File: config.mk
export PLATFORM = sky130hd
export DESIGN_NAME = spmv_row_accumulator
export DESIGN_NICKNAME = d
export VERILOG_FILES = /design/src/rtl/spmv_row_accumulator_pkg.sv /design/src/rtl/spmv_row_accumulator_rr_pointer.sv /design/src/rtl/spmv_row_accumulator.sv
export SDC_FILE = /design/constraint.sdc
export NUM_CORES = 1
export LEC_CHECK = 0
export BUFFER_PORTS_ARGS = -buffer_cell sky130_fd_sc_hd__buf_2
export CAP_MARGIN = 20
export CORE_ASPECT_RATIO = 1.1
export CORE_MARGIN = 3
export CORE_UTILIZATION = 40
export CTS_CLUSTER_SIZE = 14
export DETAILED_ROUTE_END_ITERATION = 10
export GPL_TIMING_DRIVEN = 1
export PLACE_DENSITY = 0.69
export SYNTH_ARGS = -nofsm -noshare
export SYNTH_HDL_FRONTEND = slang
export SYNTH_HIERARCHICAL = 1
export SYNTH_SLANG_ARGS = --single-unit
File: constraint.sdc
create_clock -name clk -period 5.6 [get_ports clk]
set_input_delay 0.28 -clock clk [delete_from_list [all_inputs] [get_ports clk]]
set_output_delay 0.28 -clock clk [all_outputs]
set_load 0.01 [all_outputs]
File: src/rtl/spmv_row_accumulator_pkg.sv
// rtl/spmv_row_accumulator_pkg.sv - shared parameters and state encoding for the SpMV row accumulator
//
// Purpose: default channel count and operand width for the multiplier
// channels, the row-accumulator FSM state encoding (shared with the bench),
// and a pointer-width helper.
// Ports: none (package).

package spmv_row_accumulator_pkg;

  localparam int default_channel_num = 4;
  localparam int default_val_bits    = 8;

  typedef enum logic [2:0] {
    ST_IDLE     = 3'd0,
    ST_LEN_WAIT = 3'd1,
    ST_ACCUM    = 3'd2,
    ST_DRAIN    = 3'd3,
    ST_EMIT     = 3'd4
  } state_e;

  // A single-channel build still needs a 1-bit pointer to keep ranges legal.
  function automatic int ptr_width(input int n);
    return (n > 1) ? $clog2(n) : 1;
  endfunction

endpackage

File: src/rtl/spmv_row_accumulator_rr_pointer.sv
// rtl/spmv_row_accumulator_rr_pointer.sv - modulo-channel_num round-robin pointer with one-hot decode
//
// Purpose: channel pointer that advances by one (wrapping channel_num-1 to 0)
// each cycle advance is high; also presents the pointer as a one-hot vector.
// Ports:
//   clk, rst  : clock, synchronous active-high reset (pointer returns to 0)
//   advance   : step the pointer this cycle
//   ptr       : current channel index
//   onehot    : one-hot decode of ptr

module rr_pointer
  import spmv_row_accumulator_pkg::*;
#(
  parameter int channel_num = default_channel_num
) (
  input  logic                               clk,
  input  logic                               rst,
  input  logic                               advance,
  output logic [ptr_width(channel_num)-1:0]  ptr,
  output logic [channel_num-1:0]             onehot
);

  localparam int ptr_bits = ptr_width(channel_num);

  always_ff @(posedge clk) begin
    if (rst) begin
      ptr <= '0;
    end else if (advance) begin
      ptr <= (ptr == ptr_bits'(channel_num - 1)) ? '0 : ptr + ptr_bits'(1);
    end
  end

  // Compare-based decode stays in range for non power-of-two channel counts.
  always_comb begin
    onehot = '0;
    for (int i = 0; i < channel_num; i++) begin
      onehot[i] = (ptr == ptr_bits'(i));
    end
  end

endmodule

File: src/rtl/spmv_row_accumulator.sv
// rtl/spmv_row_accumulator.sv - round-robin row-sum scheduler behind the SpMV multiplier channels
//
// Purpose: reads row lengths from the length FIFO, drains the per-channel
// product FIFOs in strict global round-robin element order, accumulates the
// signed products of each row and presents one result per row.
// Ports:
//   clk, rst                 : clock, synchronous active-high reset
//   mult / mult_fifo_empty   : per-channel product FIFO data and empty flags
//   mult_fifo_read           : per-channel read strobes (at most one high)
//   len / len_fifo_empty     : row-length FIFO data and empty flag
//   len_fifo_read            : row-length FIFO read strobe
//   res / res_row            : row sum and its row index
//   res_valid / res_ready    : result handshake

module spmv_row_accumulator
  import spmv_row_accumulator_pkg::*;
#(
  parameter int channel_num = default_channel_num,
  parameter int val_bits    = default_val_bits,
  parameter int acc_bits    = 32,
  parameter int len_bits    = 16,
  parameter int row_bits    = 16
) (
  input  logic                              clk,
  input  logic                              rst,
  input  logic [2*val_bits*channel_num-1:0] mult,
  input  logic [channel_num-1:0]            mult_fifo_empty,
  output logic [channel_num-1:0]            mult_fifo_read,
  input  logic [len_bits-1:0]               len,
  input  logic                              len_fifo_empty,
  output logic                              len_fifo_read,
  output logic [acc_bits-1:0]               res,
  output logic [row_bits-1:0]               res_row,
  output logic                              res_valid,
  input  logic                              res_ready
);

  localparam int prod_bits = 2 * val_bits;
  localparam int ptr_bits  = ptr_width(channel_num);

  state_e                      state;
  state_e                      state_next;
  logic [len_bits-1:0]         remaining;
  logic                        data_pending;
  logic [ptr_bits-1:0]         ptr;
  logic [ptr_bits-1:0]         ptr_prev;
  logic [channel_num-1:0]      ptr_onehot;
  logic                        rd_issue;
  logic signed [acc_bits-1:0]  acc;
  logic [row_bits-1:0]         row_q;
  logic signed [prod_bits-1:0] prod_sel;
  logic signed [acc_bits-1:0]  prod_ext;

  // The pointer is never cleared between rows: element k of the whole
  // matrix stream always lives in channel k mod channel_num.
  rr_pointer #(
    .channel_num (channel_num)
  ) u_ptr (
    .clk     (clk),
    .rst     (rst),
    .advance (rd_issue),
    .ptr     (ptr),
    .onehot  (ptr_onehot)
  );

  always_comb begin
    state_next    = state;
    len_fifo_read = 1'b0;
    rd_issue      = 1'b0;
    res_valid     = 1'b0;
    case (state)
      ST_IDLE: begin
        len_fifo_read = ~len_fifo_empty;
        if (!len_fifo_empty) state_next = ST_LEN_WAIT;
      end
      ST_LEN_WAIT: begin
        state_next = (len == '0) ? ST_EMIT : ST_ACCUM;
      end
      ST_ACCUM: begin
        // An empty current channel stalls; other channels are never tried.
        rd_issue = ~mult_fifo_empty[ptr] & (remaining != '0);
        if (rd_issue && (remaining == len_bits'(1))) state_next = ST_DRAIN;
      end
      ST_DRAIN: begin
        state_next = ST_EMIT;
      end
      ST_EMIT: begin
        res_valid = 1'b1;
        if (res_ready) state_next = ST_IDLE;
      end
      default: begin
        state_next = ST_IDLE;
      end
    endcase
    mult_fifo_read = rd_issue ? ptr_onehot : '0;
  end

  // Data arrives one cycle after its read strobe, so the product is picked
  // from the channel that was read last cycle, not the current pointer.
  always_comb begin
    prod_sel = mult[int'(ptr_prev) * prod_bits +: prod_bits];
    prod_ext = acc_bits'(prod_sel);
  end

  always_ff @(posedge clk) begin
    if (rst) begin
      state        <= ST_IDLE;
      remaining    <= '0;
      data_pending <= 1'b0;
      ptr_prev     <= '0;
      acc          <= '0;
      row_q        <= '0;
    end else begin
      state        <= state_next;
      data_pending <= rd_issue;
      if (rd_issue) begin
        ptr_prev  <= ptr;
        remaining <= remaining - len_bits'(1);
      end
      if (state == ST_LEN_WAIT) begin
        remaining <= len;
        acc       <= '0;
      end else if (data_pending) begin
        acc <= acc + prod_ext;
      end
      if (state == ST_EMIT && res_ready) begin
        row_q <= row_q + row_bits'(1);
      end
    end
  end

  assign res     = acc;
  assign res_row = row_q;

endmodule
* Word-level counts from Yosys, hierarchy flattened
Index checks and enable logic that the tools add are counted.
Word-level totals: word-level logic and storage cells 50, output and inout port bits 54, register bits after elaboration 72, bits of input ports 88
Operators by class: reductions and logical operators 9, bitwise gates (word level) 3, shifts and indexed selects 1, $lt $le $gt $ge 1, add/sub/neg operators 4, equal/unequal tests 11, multiplexer cells 14
Operators with widths (number):
- 64-bit by 7-bit variable part select with 16-bit output | 1
- 32-bit by 16-bit adder with 32-bit output | 1
- 16-bit 2-to-1 mux | 2
- 16-bit by 1-bit adder with 16-bit output (second input constant) | 1
- 16-bit by 1-bit == test with 1-bit output (second input constant) | 1
- 16-bit zero test | 1
- 16-bit nonzero test | 1
- 16-bit by 1-bit subtractor with 16-bit output (second input constant) | 1
- 3-bit one-hot mux with 5 select lines | 1
- 3-bit 2-to-1 mux | 4
- 3-bit by 2-bit == test with 1-bit output (second input constant) | 2
- 2-bit != test (second input constant) | 3
- 2-bit == test (second input constant) | 2
- 1-bit 2-to-1 mux | 4
- 4-bit 2-to-1 mux | 1
- 3-bit by 1-bit == test with 1-bit output (second input constant) | 1
- 3-bit == test (second input constant) | 1
- 3-bit zero test | 1
- 2-bit by 3-bit less-than comparator with 1-bit output (second input constant) | 1
- 3-bit AND reduction | 1
- 2-bit by 1-bit adder with 2-bit output (second input constant) | 1
- 1-bit binary-select mux with 2-bit select | 1
- 2-bit by 1-bit == test with 1-bit output (second input constant) | 1
- 1-bit logical AND | 2
- 6 further kinds | 7

* Longest topological paths before layout
Gate-level depths: netlist (run 1).
depth in word-level cells 7, gate-level depth with buffers 13, mapped depth without buffers 11

* By module
Netlist (run 1), hierarchy kept.
Modules (own cells, without submodules):
- spmv_row_accumulator | sequential area each 1401.3 um2, cells each 597, times used 1, area an instance 5088.6 um2
- rr_pointer | sequential area each 40.0 um2, cells each 12, times used 1, area an instance 128.9 um2

* Least setup slack after synthesis (run 1)
OpenSTA, ideal clock, no wires.
kind register to register, start register ptr_prev[0], end register acc[28], in the netlist res[28], period minus slack after synthesis 4.087 ns, path buffers 2, setup time 0.122 ns, stages on the path, launching flop included 13, arrival 3.965 ns, data required time 5.478 ns, path slack 1.513 ns, cells stage by stage dfxtp_1 > clkbuf_1 > buf_1 > mux4_2 > ha_1 > and3_1 > a221oi_1 > nor3b_1 > a211oi_2 > o211ai_1 > a221oi_1 > nor4_1 > a311o_1
On the way: cells in the longest elaborated chain, start to end 2
RTL lines:
- start: declaration | RTL line spmv_row_accumulator.sv:46 | logic [ptr_bits-1:0] ptr_prev;
- start signal: assignment | RTL line spmv_row_accumulator.sv:117 | ptr_prev <= ptr;
- 64-bit by 7-bit variable part select with 16-bit output | RTL line spmv_row_accumulator.sv:101 | prod_sel = mult[int'(ptr_prev) * prod_bits +: prod_bits];
- 32-bit by 16-bit adder with 32-bit output | RTL line spmv_row_accumulator.sv:124 | acc <= acc + prod_ext;
- end signal: assignment | RTL line spmv_row_accumulator.sv:124
- end: declaration | RTL line spmv_row_accumulator.sv:49 | logic signed [acc_bits-1:0] acc;
Every way passes these cells. A chain may end at the register's enable or synchronous reset.

* Final worst setup path (run 1)
Same ends and word-level chain as after synthesis.

==> reports/results.txt, run 1 <==
The net switching fraction of the power was 0.2681; the power share of the clock group was 0.446. The run finished with clean final reports. The detailed router finished its first iteration with 229 violations. The number of levels in the clock H-tree was 3. The mapped netlist covers 5218 um^2.

The fraction of registers with async set/reset is 0. The kind of end point of the critical path is a register. The post-route fraction of the period consumed by the critical path is 0.7284, and the final critical-path required period is 4.079 ns.

Clock tree synthesis inserted a total of 9 buffers. The number of hold buffers added after CTS was 0. Via count of the first global-routing pass: 5023.

The largest area contributor in the synthesized netlist was sky130_fd_sc_hd__dfxtp_1. Max-cap violations in this run came to 0. Max-slew headroom at the worst pin: 0.3201.

STA classifies the critical path startpoint as a register. The tools report the internal power contribution as 0.001047 W. Arrival time reported for the critical path endpoint: 4.30 ns. The logs give 23810 um for the first-pass GRT wire length and 0.33 ns for the clock network latency to the later pin of the worst-skew pair.

The run gives 0.4109 as the effective utilization at floorplan. The total negative setup slack is 0 ns, and the post-synthesis cell count is 609. The power density relative to cell area was 224.4 nW/um^2; the largest fanout on the critical path was 13. The area growth from synthesis to layout is 22.25%. The critical path required time came out at 5.82 ns. In this run, synthesis inferred 0 flip-flops with an integrated enable. The logs give 0 for the remaining antenna violation count after routing and 0.0001218 V for the maximum ir drop on the vdd rail. The portion of synthesized cell area occupied by the leading cell type was 0.2763; the final count of negative-setup-slack endpoints was 0. The transition at the pin with the smallest max-transition slack came out at 1.016 ns. For this design the total switching power over the nets is 0.0003836 W.

The tools report the post-CTS resize count as 0. The count of final hold-check violations was 0. The power share of the combinational group came out at 0.170.

The floorplan has 43 rows. The detail-routed via count per cell came out at 5.753. Mean instance size in the synthesized netlist: 8.567 um^2. The leakage component of the power is 2.872 nW, and the filler cell count is 1196. CTS placed an instance of sky130_fd_sc_hd__clkbuf_16 at the clock tree root. In this run, placement finished with an instance count of 881.

For the non-filler instance count after layout, the log shows 898. The fraction of layout cells with a size suffix above 1 came out at 0.2632. After clock tree synthesis, the clock-pin slew on the worst setup and hold paths is 0.06 ns.

The repair_antennas step left the layout with diodes totalling 0. The setup path with the least slack is of type reg -> reg. The number of sinks on the clock net was 72. Synthesis produced a netlist with a net count of 737. Counting instances in the post-synthesis netlist gives the leading cell types as sky130_fd_sc_hd__nor2_1 (73), sky130_fd_sc_hd__dfxtp_1 (72), sky130_fd_sc_hd__a21oi_1 (50), sky130_fd_sc_hd__ha_1 (39), sky130_fd_sc_hd__nand2_1 (35). For this run, the post-layout net count is 864. The die width is 114.9 um.

The run gives 10870 um as the HPWL after detailed placement. Post-CTS timing repair inserted 0 buffers for setup. The upper clock frequency limit was 245.2 MHz; the post-synthesis sequential element count was 72. The path class of the tightest hold or removal check is in -> reg.

The tools report the count of final max-slew check failures as 0. The most common cell in the synthesized netlist is sky130_fd_sc_hd__nor2_1. 142 I/O pins were placed. The detailed-router iteration count before antenna repair came out at 5.

The most used flip-flop cell after synthesis is sky130_fd_sc_hd__dfxtp_1. The count of buffers inserted at the top-level ports is 141, and the count of cell types in the netlist is 69. The clock passes through at most 2 buffers. Entering global routing, the biggest net connects 45 pins.

The sequential group share of total power came out at 0.384. Setup repair after global routing left no endpoint under its margin. The die span in y was 125.8 um; the number of warnings reported in the yosys synthesis log was 6. The run gives 0 as the number of antenna violations at the first check in global routing. The run gives 0.9149 as the final weighted congestion in routability-driven placement.

The routed design has 14390 um of wire. The wire length per cell works out to 16.03 um. The floorplan step defined a die boundary enclosing 14450 um^2. Register area share after synthesis: 0.2763. The total number of vias was 5166; the core area was 12700 um^2. Global routing finished with a remaining overflow of 0. The number of remaining DRC errors was 0. TritonCTS built the clock tree. Overall fraction of global-route tracks in use: 0.1979. After synthesis, the cell types taking the most area are sky130_fd_sc_hd__dfxtp_1 (28%), sky130_fd_sc_hd__ha_1 (9.4%), sky130_fd_sc_hd__mux4_2 (7.3%). The worst clock skew on the final layout was 0.004769 ns.
-- per-layer routing --
metal,up-vias,global-route usage,routed length [um]
met5,-,0,0
met3,15,0.04037,914
met2,181,0.3287,7097
met4,0,0.05180,177
met1,2436,0.2613,6204
li1,2534,-,-
-- per-stage QoR --
step | power, W | util | setup slack [ns] | hold slack [ns] | area, um^2
2_1_floorplan | 0.0007193 | - | 1.513 | 0.3524 | 5218
3_3_place_gp | 0.0007893 | 0.4751 | 1.639 | 0.4493 | 6032
3_5_place_dp | 0.0007971 | 0.4751 | 1.492 | 0.4588 | 6032
4_1_cts | 0.001441 | 0.5012 | 1.482 | 0.2043 | 6364
5_1_grt | 0.001497 | 0.5024 | 1.241 | 0.2027 | 6379
6_report | 0.001431 | 0.5024 | 1.521 | 0.2198 | 6379
-- flip-flops by register name, indices dropped and copies added, names as in the netlist --
| register | count |
|---|---|
| res | 32 |
| u_ptr/ptr | 2 |
| state | 3 |
| res_row | 16 |
| data_pending | 1 |
| remaining | 16 |
| ptr_prev | 2 |
-- cell type report --
type	count	area [um^2]	area share
multi-input combinational	490	3593	0.5634
sequential	72	1441	0.2260
timing repair buffer	146	750.7	0.1177
clock buffer	11	252.7	0.03962
tap	157	196.4	0.03080
clock inverter	5	78.83	0.01236
inverter	17	65.06	0.01020
-- power by group through the flow --
| stage | sequential, W | combinational (W) | clock [W] |
|---|---|---|---|
| global placement | 0.000559 | 0.000231 | 0 |
| floorplan | 0.000555 | 0.000164 | 0 |
| global route | 0.000552 | 0.000270 | 0.000675 |
| finish | 0.000549 | 0.000243 | 0.000639 |
| CTS | 0.000549 | 0.000239 | 0.000653 |
| detailed placement | 0.000560 | 0.000237 | 0 |
-- layout by cell type (no fill, tap or decap), types with 8 or more instances in the layout --
master	Yosys	layout
sky130_fd_sc_hd__nor3_1	12	12
sky130_fd_sc_hd__nand2_1	35	35
sky130_fd_sc_hd__xnor2_1	20	20
sky130_fd_sc_hd__nor2_1	73	73
sky130_fd_sc_hd__and2_1	8	8
sky130_fd_sc_hd__and3_1	9	9
sky130_fd_sc_hd__xor2_1	13	13
sky130_fd_sc_hd__clkbuf_16	0	9
sky130_fd_sc_hd__a211oi_1	8	8
sky130_fd_sc_hd__nand4_1	9	9
sky130_fd_sc_hd__ha_1	39	39
sky130_fd_sc_hd__buf_2	1	141
sky130_fd_sc_hd__a21o_1	15	15
sky130_fd_sc_hd__nor4_1	12	12
sky130_fd_sc_hd__a21oi_1	50	50
sky130_fd_sc_hd__o21ai_0	23	23
sky130_fd_sc_hd__nand3_1	23	23
sky130_fd_sc_hd__dfxtp_1	72	72
sky130_fd_sc_hd__mux2i_1	26	26
sky130_fd_sc_hd__inv_1	16	16
sky130_fd_sc_hd__mux4_2	17	17
-- final timing paths --
path | startpoint | to | slack, ns | depth (start not counted)
hold / removal | len[2] | remaining[2] | 0.22 | 3
setup reg to reg | ptr_prev[0] | res[28] | 1.52 | 11
hold reg to reg | res[31] | res[31] | 0.47 | 2
setup / recovery | ptr_prev[0] | res[28] | 1.52 | 11
-- logic make-up after synthesis --
logic type / count (synthesis) / synth area share
and+or+nand+nor: 221 / 0.2187
AOI/OAI and AO/OA: 153 / 0.1940
xor gates and xnor gates: 33 / 0.05540
muxes: 43 / 0.1233
DFF: 72 / 0.2763
adders and majority gates: 40 / 0.09736
buffers and inverters: 47 / 0.03501
-- critical path: stages (launching register included) --
cell                       delay, ns
sky130_fd_sc_hd__dfxtp_1        0.47
sky130_fd_sc_hd__buf_4          0.33
sky130_fd_sc_hd__mux4_2         0.54
sky130_fd_sc_hd__ha_1           0.36
sky130_fd_sc_hd__and3_1         0.23
sky130_fd_sc_hd__a221oi_1       0.50
sky130_fd_sc_hd__nor3b_1        0.12
sky130_fd_sc_hd__a211oi_2       0.36
sky130_fd_sc_hd__o211ai_1       0.23
sky130_fd_sc_hd__a221oi_1       0.38
sky130_fd_sc_hd__nor4_1         0.11
sky130_fd_sc_hd__a311o_1        0.33
No activity file was read; power rests on OpenSTA's default activity.
==> run 2, diff against run 1 <==
- PLACE_DENSITY: 0.69 -> 0.71
- clock period: 5.6 -> 3.6 ns (I/O delays scaled with it)
==> reports/results.txt, run 2 (same netlist as run 1, synthesis figures left out) <==
Number of remaining DRC errors: 0 (unchanged). The power density relative to cell area was 328.4 nW/um^2 (+46%). TritonCTS built the clock tree. For the TritonCTS buffer count, the log shows 9 (unchanged). The path class of the lowest-slack min-delay path is in -> reg. The largest fanout on the critical path is 4 (-9), and the wire length per cell is 15.20 um (-5.2%). The run gives 3645 um^2 (+1.4%) as the multi-input gate area in the final layout.

For the worst clock skew on the final layout, the log shows 0.006929 ns (+0.002160 ns). Clock network latency to the later pin of the worst-skew pair: 0.34 ns (about the same). The tools report the core area as 12700 um^2 (unchanged). The flow ran to the end, and the final reports show no timing, DRC or antenna violations. The maximum cell stage delay along the critical path was 0.54 ns (about the same). The number of placement rows was 43 (unchanged).

Critical path required time: 3.83 ns (-1.99 ns). The fraction of layout cells with a size suffix above 1 was 0.3025 (+0.03932). Number of nets in the layout: 890 (+3.0%). The upper clock frequency limit was 293.7 MHz (+20%); the area overhead of the layout relative to synthesis was 26.59%. The sequential group share of total power came out at 0.393 (+0.009). The transition at the pin with the smallest max-transition slack is 0.8719 ns (-0.1442 ns). The logs give 0.4109 (unchanged) for the effective utilization at floorplan and 142 (unchanged) for the top-level port count. The filler cell count was 1249 (+4.4%); the count of final hold-check violations was 0 (unchanged).

The remaining antenna violation count after routing is 0 (unchanged). The worst setup path is captured at a register. The run gives 72 (unchanged) as the number of sinks on the clock net.

For the maximum ir drop on the vdd rail, the log shows 0.0001815 V (+49%). The post-route fraction of the period consumed by the critical path was 0.9458 (+0.2175); the flip-flop count of the largest register after layout was 32 (unchanged). The tools report the switching power as 0.0006118 W (+59%). The via count of the first global-routing pass came out at 4879 (-2.9%).

The worst setup timing slack at the placement stage was -0.03426 ns (-1.526 ns); the power share of the clock group was 0.427 (-0.019). For the first-pass GRT wire length, the log shows 23290 um (-2.1%). The die span in y is 125.8 um (unchanged), and the max-slew headroom at the worst pin is 0.4179 (+0.09782). The count of final max-slew check failures is 0 (unchanged). The internal power contribution was 0.001558 W (+49%); the total number of vias was 5165 (-0.019%).

CTS placed an instance of sky130_fd_sc_hd__clkbuf_16 at the clock tree root. The buffer levels on the longest clock path is 2 (unchanged), and the clock-pin slew on the worst setup and hold paths is 0.06 ns (about the same). The tools report the total power as 0.002169 W (+52%). The tools report the kind of start point of the critical path as a register. The tools report the flip-flop and latch area as 1445 um^2 (+0.26%).

The run gives 3 (unchanged) as the number of levels in the clock H-tree. The slowest stage of the critical path belongs to the cell sky130_fd_sc_hd__mux4_2. The leakage component of the power came out at 2.980 nW (+3.8%). Traced cell by cell, the critical path runs through buf_4 > mux4_2 > fa_2 > a211o_1 > a21o_1 > a41o_1 > a211oi_2 > o211ai_1 > a221oi_2 > nor4_1 > a311o_1. The kind of critical path is reg -> reg. The overall fraction of global-route tracks in use is 0.1963 (-0.001644), and the die width is 114.9 um (unchanged). The final worst setup slack was 0.1950 ns (-1.326 ns); the largest net degree at the start of global routing was 45 (unchanged). The HPWL after detailed placement was 10890 um (+0.14%); the net switching fraction of the power was 0.2820 (+0.01393). Leaving out fill and tap cells, the most frequent cells in the layout are sky130_fd_sc_hd__buf_2 (141), sky130_fd_sc_hd__nor2_1 (73), sky130_fd_sc_hd__dfxtp_1 (71). The total congestion overflow was 0 (unchanged); the violation count after the first detailed-route iteration was 181 (-21%).

The number of max-cap violations is 0 (unchanged), and the number of hold buffers added after cts is 0 (unchanged). The count of buffers inserted at the top-level ports was 141 (unchanged). For the detailed-router iteration count before antenna repair, the log shows 4 (-1). The final count of negative-setup-slack endpoints is 0 (unchanged). The number of antenna violations at the first check in global routing came out at 1 (+1). The power share of the combinational group was 0.180 (+0.010). The final weighted congestion in routability-driven placement was 0.9268 (+1.3%); the arrival time reported for the critical path endpoint was 3.64 ns (-0.66 ns).

Final critical-path required period: 3.405 ns (-0.6739 ns). The tools report the area of the die as 14450 um^2 (unchanged). Count of buffer and inverter cells on the critical path: 1 (unchanged). The library cell used most frequently in the layout, excluding fill and tap cells, is sky130_fd_sc_hd__buf_2. The detail-routed via count per cell came out at 5.584 (-2.9%). The kind of cell adding the most delay to the critical path is compound AO/OA/AOI/OAI gates.

Routed wire length: 14060 um (-2.3%).
-- run 2: cell types whose count changed in the layout (fill, tap and decap cells not counted), moves of 2 or more --
cell | before | now
sky130_fd_sc_hd__ha_2 | 0 | 2
sky130_fd_sc_hd__a221oi_2 | 0 | 2
sky130_fd_sc_hd__ha_1 | 39 | 37
sky130_fd_sc_hd__a221oi_1 | 3 | 1
sky130_fd_sc_hd__inv_6 | 0 | 2
sky130_fd_sc_hd__buf_4 | 4 | 30
-- run 2: layer usage --
metal  vias up  wire, um  global-route usage
met5         -        18                   0
met4         2       170             0.04834
met3        13      1052             0.05622
met2       151      6659              0.3198
met1      2414      6155              0.2557
li1       2585         -                   -
-- run 2: timing repair --
| item | 4_1_cts | 5_1_grt |
|---|---|---|
| gates cloned | 0 | 0 |
| setup endpoints to repair | 2 | 10 |
| endpoints found under the hold margin | 0 | 0 |
| resized for setup | 2 | 14 |
| pin swaps | 0 | 5 |
| setup buffers | 0 | 2 |
-- run 2: stage by stage --
| step | utilization | hold slack (ns) | cell area (um^2) | instances | setup TNS [ns] |
|---|---|---|---|---|---|
| after floorplan | - | 0.2524 | 5225 | 609 | 0 |
| after detailed placement | 0.4899 | 0.4521 | 6220 | 906 | -0.04984 |
| after global routing | 0.5200 | 0.1183 | 6603 | 924 | -0.002449 |
| after CTS | 0.5147 | 0.08715 | 6535 | 922 | 0 |
| final | 0.5202 | 0.1023 | 6605 | 925 | 0 |
| after global placement | 0.4899 | 0.4518 | 6220 | 906 | 0 |
-- run 2: final cells by class --
type / instances / share of cell area
well taps: 157 / 0.02974
clock inverters: 6 / 0.01004
repair buffers: 172 / 0.1432
inverters: 17 / 0.009850
diodes: 1 / 0.0003789
clock buffers: 10 / 0.03618
flip-flops and latches: 72 / 0.2188
multi-input cells: 490 / 0.5518
-- run 2: power by group through the flow --
stage / combinational (W) / clock [W] / sequential, W
CTS: 0.000386 / 0.000945 / 0.000853
global placement: 0.000381 / 0 / 0.000870
global route: 0.000435 / 0.000981 / 0.000857
finish: 0.000390 / 0.000925 / 0.000854
floorplan: 0.000256 / 0 / 0.000863
detailed placement: 0.000383 / 0 / 0.000871
-- run 2: worst reg2reg max path, delay by kind of cell, from the launching register on --
kind,cells,cell delay [ns]
flops,1,0.37
mux,1,0.54
buf+inv,1,0.14
compound gates,7,1.81
fa+ha+maj,1,0.38
simple gates,1,0.08
-- run 2: final timing paths --
path | start | to | slack [ns] | cells after the start
max | ptr_prev[0] | res[28] | 0.19 | 11
min reg2reg | res[31] | res[31] | 0.47 | 2
min | len[2] | remaining[2] | 0.10 | 3
max reg2reg | ptr_prev[0] | res[28] | 0.19 | 11
